$ cat src/rtl/seg_pkg.sv
// Shared types and constants for the scrolling hex-display feeder.
// Latency: none (declarations only).
// Backpressure: none (declarations only).
package seg_pkg;

    localparam int NIBBLES = 8;
    localparam int DIGITS  = 6;

    typedef logic [3:0] nibble_t;

    typedef enum logic {
        S_STATIC = 1'b0,
        S_SCROLL = 1'b1
    } state_e;

    // Rotate a display word left by one nibble; the top nibble wraps to the bottom.
    function automatic logic [31:0] rotl_nibble(input logic [31:0] w);
        return {w[27:0], w[31:28]};
    endfunction

endpackage

$ cat src/rtl/seg_tick_div.sv
// Prescaler: counts enabled cycles and emits a one-cycle tick every TICK_DIV of them.
// Latency: tick is combinational from the count, high on the last cycle of each period.
// Backpressure: none; clr restarts the period and suppresses the count for that cycle.
module seg_tick_div #(
    parameter int TICK_DIV = 25000000
) (
    input  logic clk,
    input  logic rst,
    input  logic clr,
    input  logic en,
    output logic tick
);
    import seg_pkg::*;

    localparam int CW = $clog2(TICK_DIV + 1);
    localparam logic [CW-1:0] LAST = CW'(TICK_DIV - 1);

    logic [CW-1:0] cnt_q, cnt_d;

    assign tick = en && (cnt_q == LAST);

    // Next count: clear wins, then wrap on the last cycle, else count while enabled.
    always_comb begin
        cnt_d = cnt_q;
        if (clr) begin
            cnt_d = '0;
        end else if (tick) begin
            cnt_d = '0;
        end else if (en) begin
            cnt_d = cnt_q + 1'b1;
        end
    end

    // Count register with synchronous reset.
    always_ff @(posedge clk) begin
        if (rst) begin
            cnt_q <= '0;
        end else begin
            cnt_q <= cnt_d;
        end
    end

endmodule

$ cat src/rtl/seg_scroll_ctrl.sv
// Feeds six hex digits from a 32-bit word, static or nibble-scrolled (scroll needs SEG_SCROLL_EN).
// Latency: display reflects an accepted word on the cycle after the accept edge.
// Backpressure: wr_ready drops for HOLD_CYCLES cycles after each accept; writes during that time are ignored.
module seg_scroll_ctrl #(
    parameter int TICK_DIV    = 25000000,
    parameter int HOLD_CYCLES = 50000000
) (
    input  logic        clk,
    input  logic        rst,
    input  logic        wr_valid,
    output logic        wr_ready,
    input  logic [31:0] wr_data,
    input  logic        wr_mode,
    output logic        scrolling,
    output logic [3:0]  src0,
    output logic [3:0]  src1,
    output logic [3:0]  src2,
    output logic [3:0]  src3,
    output logic [3:0]  src4,
    output logic [3:0]  src5
);
    import seg_pkg::*;

    localparam int HW = (HOLD_CYCLES < 1) ? 1 : $clog2(HOLD_CYCLES + 1);
    localparam logic [HW-1:0] HOLD_LOAD = HW'(HOLD_CYCLES);

    logic [31:0]   buf_q, buf_d;
    logic [HW-1:0] hold_q, hold_d;
    state_e        state_q, state_d;
    state_e        wr_state;
    logic          accept;
    logic          tick;
    logic [23:0]   window;

    assign wr_ready = (hold_q == '0);
    assign accept   = wr_valid && wr_ready;

`ifdef SEG_SCROLL_EN
    assign wr_state = wr_mode ? S_SCROLL : S_STATIC;

    seg_tick_div #(
        .TICK_DIV (TICK_DIV)
    ) u_tick_div (
        .clk  (clk),
        .rst  (rst),
        .clr  (accept),
        .en   (state_q == S_SCROLL),
        .tick (tick)
    );
`else
    // Without scroll support the mode bit and divider setting have no effect.
    logic unused_mode;
    localparam int unused_tick_div = TICK_DIV;
    assign unused_mode = wr_mode;
    assign wr_state    = S_STATIC;
    assign tick        = 1'b0;
`endif

    // Next state: an accept beats a same-cycle tick so new data lands unrotated.
    always_comb begin
        buf_d   = buf_q;
        state_d = state_q;
        hold_d  = (hold_q != '0) ? hold_q - 1'b1 : hold_q;
        if (accept) begin
            buf_d   = wr_data;
            state_d = wr_state;
            hold_d  = HOLD_LOAD;
        end else if (tick) begin
            buf_d   = rotl_nibble(buf_q);
        end
    end

    // State registers; reset overrides any pending write, tick or hold.
    always_ff @(posedge clk) begin
        if (rst) begin
            buf_q   <= '0;
            state_q <= S_STATIC;
            hold_q  <= '0;
        end else begin
            buf_q   <= buf_d;
            state_q <= state_d;
            hold_q  <= hold_d;
        end
    end

    // Digit window: low six nibbles when static, nibbles 7..2 of the ring when scrolling.
    always_comb begin
        scrolling = (state_q == S_SCROLL);
        window    = scrolling ? buf_q[31:8] : buf_q[23:0];
        src0      = window[3:0];
        src1      = window[7:4];
        src2      = window[11:8];
        src3      = window[15:12];
        src4      = window[19:16];
        src5      = window[23:20];
    end

endmodule

$ cat config.mk
export PLATFORM = sky130hd
export DESIGN_NAME = seg_scroll_ctrl
export DESIGN_NICKNAME = d
export VERILOG_FILES = /design/src/rtl/seg_pkg.sv /design/src/rtl/seg_tick_div.sv /design/src/rtl/seg_scroll_ctrl.sv
export SDC_FILE = /design/constraint.sdc
export NUM_CORES = 1
export LEC_CHECK = 0
export ABC_CLOCK_PERIOD_IN_PS = 2000
export CAP_MARGIN = 20
export CORE_ASPECT_RATIO = 1.1
export CORE_UTILIZATION = 39
export DETAILED_ROUTE_END_ITERATION = 6
export PLACE_DENSITY = 0.81
export SYNTH_ARGS = -nofsm -noshare
export SYNTH_HDL_FRONTEND = slang
export SYNTH_HIERARCHICAL = 1
export SYNTH_SLANG_ARGS = --single-unit
$ cat constraint.sdc
create_clock -name clk -period 2 [get_ports clk]
set_input_delay 0.6 -clock clk [delete_from_list [all_inputs] [get_ports clk]]
set_output_delay 0.6 -clock clk [all_outputs]
set_load 0.005 [all_outputs]
; ---- Yosys cells after proc, flatten, opt, wreduce, memory -nomap -nowiden
; Cells that the tools add are included.
[op_classes]
n_addsub = 1
muxes = 2
n_reduce_logical = 5
[op_table]
columns = cell, count
row1 = 26-bit two-way mux, 2
row2 = 26-bit logical NOT, 1
row3 = 26-bit nonzero test, 1
row4 = "26-bit by 1-bit subtractor with 26-bit output, second input constant", 1
row5 = 2-bit nonzero test, 1
row6 = 2-bit OR reduction, 1
row7 = 1-bit logical AND, 1
[totals]
regBits = 50
inputBits = 36
output_inout_bits = 26
word_cells = 11

; ---- Depth between registers and ports, before layout
[depth]
depth_word = 3
mapped_depth = 8
mapped_depth_nobuf = 7

; ---- Worst setup path after synthesis
; OpenSTA, ideal clock, no wires.
[synth_timing]
path_type = register -> output
startpoint = reg hold_q[25]
endpoint = out wr_ready
arrival_time_ns = 1.440
t_required_ns = 1.400
path_slack_ns = -0.040
stages_incl_launch_ff = 6
n_path_buf = 1
path_cell_list = dfxtp_1 > nor4_2 > nand4_2 > or2_1 > buf_6 > inv_1
[synth_between]
elab_chain_cells = 1
[synth_rtl]
columns = item, line
row1 = from (decl), seg_scroll_ctrl.sv:28  ; logic [HW-1:0] hold_q, hold_d;
row2 = from (signal assigned), seg_scroll_ctrl.sv:82  ; hold_q <= hold_d;
row3 = 26-bit logical NOT, seg_scroll_ctrl.sv:35  ; assign wr_ready = (hold_q == '0);
row4 = to (decl), seg_scroll_ctrl.sv:11  ; output logic wr_ready,
; Every way passes these cells.

; ---- Final worst setup path
; Ends and elaborated chain as after synthesis.

==> results by group <==
Status
  • Status: finished, violations left
  • Failing checks: setup timing

Cells and area
  • P&R area growth vs syn: 53.9%
  • Fill cells: 434
  • Final Core Density: 0.626
  • Nets: 375
  • ANT cells: 0
  • Share of cells above drive strength 1: 0.233

Clocking
  • CTS Buf Count: 5
  • Root Buffer: clkbuf_8
  • Longest Clk Path Bufs: 2
  • CTS clk-pin slew, worst paths: 0.09 ns
  • H-tree Lvls: 2
  • Clock sinks: 50
  • CTS hold repair buffers: 0
  • Clk_lat worst skew: 0.31 ns
  • CTS tree: done

GRT
  • Largest net degree at the start of global routing: 26
  • Vias in the first global route: 2,121
  • First-pass GRT wire length: 9.72 mm
  • Initial antenna violation count: 0
  • Overflow left after global routing: 0
  • Total track usage: 0.213

Detailed routing
  • Router iterations before antenna repair: 4
  • DRT iter0 DRCs: 114
  • Wl on met1: 2.33 mm
  • Via count: 2,218
  • DRC: 0
  • Routed wl met2: 2.94 mm
  • Met3 WL: 484 um
  • Routed vias/inst: 5.36
  • Max Used Layer: met4
  • Wire per inst: 14.4 um
  • Routed wire length: 5.94 mm
  • Detail Route Antenna Nets: 0

Critical path
  • CP max stage delay: 0.35 ns
  • Crit end category: primary output
  • WP data required: 1.40 ns
  • CP Cell Sequence: nor4_4, nand4_2, or2_1, inv_1, buf_2
  • CP Data Arrival Time: 1.58 ns
  • Worst setup SP type: flip-flop
  • CP max stage cell: dfxtp_2
  • Critical path type: flip-flop to primary output
  • Crit-path max FO: 2

Timing
  • Setup skew after layout: 0.00829 ns
  • RSZ-0062 raised after global routing: yes
  • Slew Viols, Final: 0
  • Minimum clock period: 2.18 ns
  • Final setup fails: 2
  • Final period util: 1.09
  • Fin worst setup slack: -0.183 ns
  • Fin. Hold Viols: 0
  • Fmax: 0.458 GHz

Synth
  • Top-count cell post-synth: dfxtp_1
  • FFs w/ async S/R, synth: 0
  • Synth top area cells: dfxtp_1, mux2i_1, nor2_1
  • Synth top cells by count: dfxtp_1, nor2_1, mux2i_1
  • Mapped cell area: 2210 um^2
  • Synth Flop Type: dfxtp_1
  • Synth Register Bits: 50
  • Sequential-to-total area share from yosys stat: 0.453
  • Syn nets: 276
  • Yosys top cell area share: 0.453
  • Yosys top cell by area: dfxtp_1
  • Yosys cell types: 45
  • Avg Inst Size Synth: 9.25 um^2
  • Synth Instances: 239
  • Post-synth EDFFs: 0
  • Ys Warns: 6

Pwr
  • PnR Total Power: 4.91 mW
  • Leakage Power: 1.32 nW
  • Peak VDD IR: 654 uV
  • PD cells: 1440 nW/um^2

Placement
  • PortBufs: 51
  • HPWL after DPL: 3.90 mm
  • RePlAce Congestion: 0.824
  • Worst slack, placed: -0.248 ns

Floorplanning
  • Die height: 80.9 um
  • # rows: 28
  • Die Footprint: 5970 um^2
  • Initial Utilization: 0.407
  • Core area: 5430 um^2
  • Die W: 73.8 um
  • I/O Pins: 62

Run
  • Max-cap violation count: 0

Hold path
  • HP Class: flip-flop to flip-flop
-- what timing repair did --
action | in CTS | in global routing
cloned | 1 | 0
setup endpoints to repair | 6 | 36
hold endpoints to repair | 0 | 0
pin swaps | 8 | 10
buffers inserted | 10 | 3
resized for setup | 7 | 8
-- metrics by stage --
stage               hold slack [ns]  setup TNS [ns]  area (um^2)  instances
floorplan                     0.448               0         2220        239
global placement              0.466           -2.07         3130        397
detailed placement            0.486           -2.36         3130        397
CTS                           0.486          -0.202         3370        413
global route                  0.506           -2.43         3400        414
finish                        0.479          -0.236         3400        414
-- sequential cells by signal, summed over array words and instances, names as in the netlist --
name	cells
hold_q	26
buf_q	24
-- cell usage in the layout, fill, tap and decap left out, drive strengths merged, types with 3 or more instances in the layout --
cell	netlist	final
buf	7	54
dfxtp	50	50
a311oi	3	3
clkdlybuf4s50	0	50
inv	6	7
a211oi	10	10
nor2	38	38
or4	3	3
a21oi	14	14
or3	8	8
nand2	12	12
nor3	16	16
nand3	6	6
clkbuf	5	6
mux2i	25	25
nor4	5	5
-- where the power goes --
group          leakage (nW)  total [mW]  switching, mW  internal, mW
Sequential            0.408        1.41          0.167          1.24
Combinational         0.864        2.89           1.40          1.49
Clock                0.0458       0.609          0.355         0.254
-- routing by layer --
layer	GRT usage	up-vias
met5	0	-
met4	0.0885	0
met3	0.0682	24
met2	0.378	95
li1	-	1050
met1	0.232	1049
-- worst max-delay path: cells and delay by family, from the launching register on --
kind	cells	cell delay, ns
and+or+nand+nor	3	0.74
buffers and inverters	2	0.19
DFF	1	0.35
-- kinds of logic after synthesis --
| group | synth area share |
|---|---|
| compound gates | 0.111 |
| xor+xnor | 0.0119 |
| fa+ha+maj | 0.00566 |
| buf+inv | 0.0413 |
| flops | 0.453 |
| mux | 0.118 |
| other cells | 0.00170 |
| simple gates | 0.257 |
-- area by class of cell --
class / instances / area (um^2) / share of cell area
Tap cell: 75 / 93.8 / 0.0276
Timing Repair Buffer: 104 / 1020 / 0.301
Inverter: 6 / 22.5 / 0.00662
Multi-Input combinational cell: 171 / 1160 / 0.342
Clock inverter: 2 / 17.5 / 0.00515
Clock buffer: 6 / 72.6 / 0.0213
Sequential cell: 50 / 1010 / 0.296
-- worst paths after layout --
kind         cells past startpoint       start          to  slack, ns
min                              2   hold_q[5]   hold_q[5]       0.48
max                              5  hold_q[25]    wr_ready      -0.18
min reg2reg                      2   hold_q[5]   hold_q[5]       0.48
max reg2reg                     10  hold_q[18]  hold_q[13]      -0.05
Power figures use the tool's default switching activity.
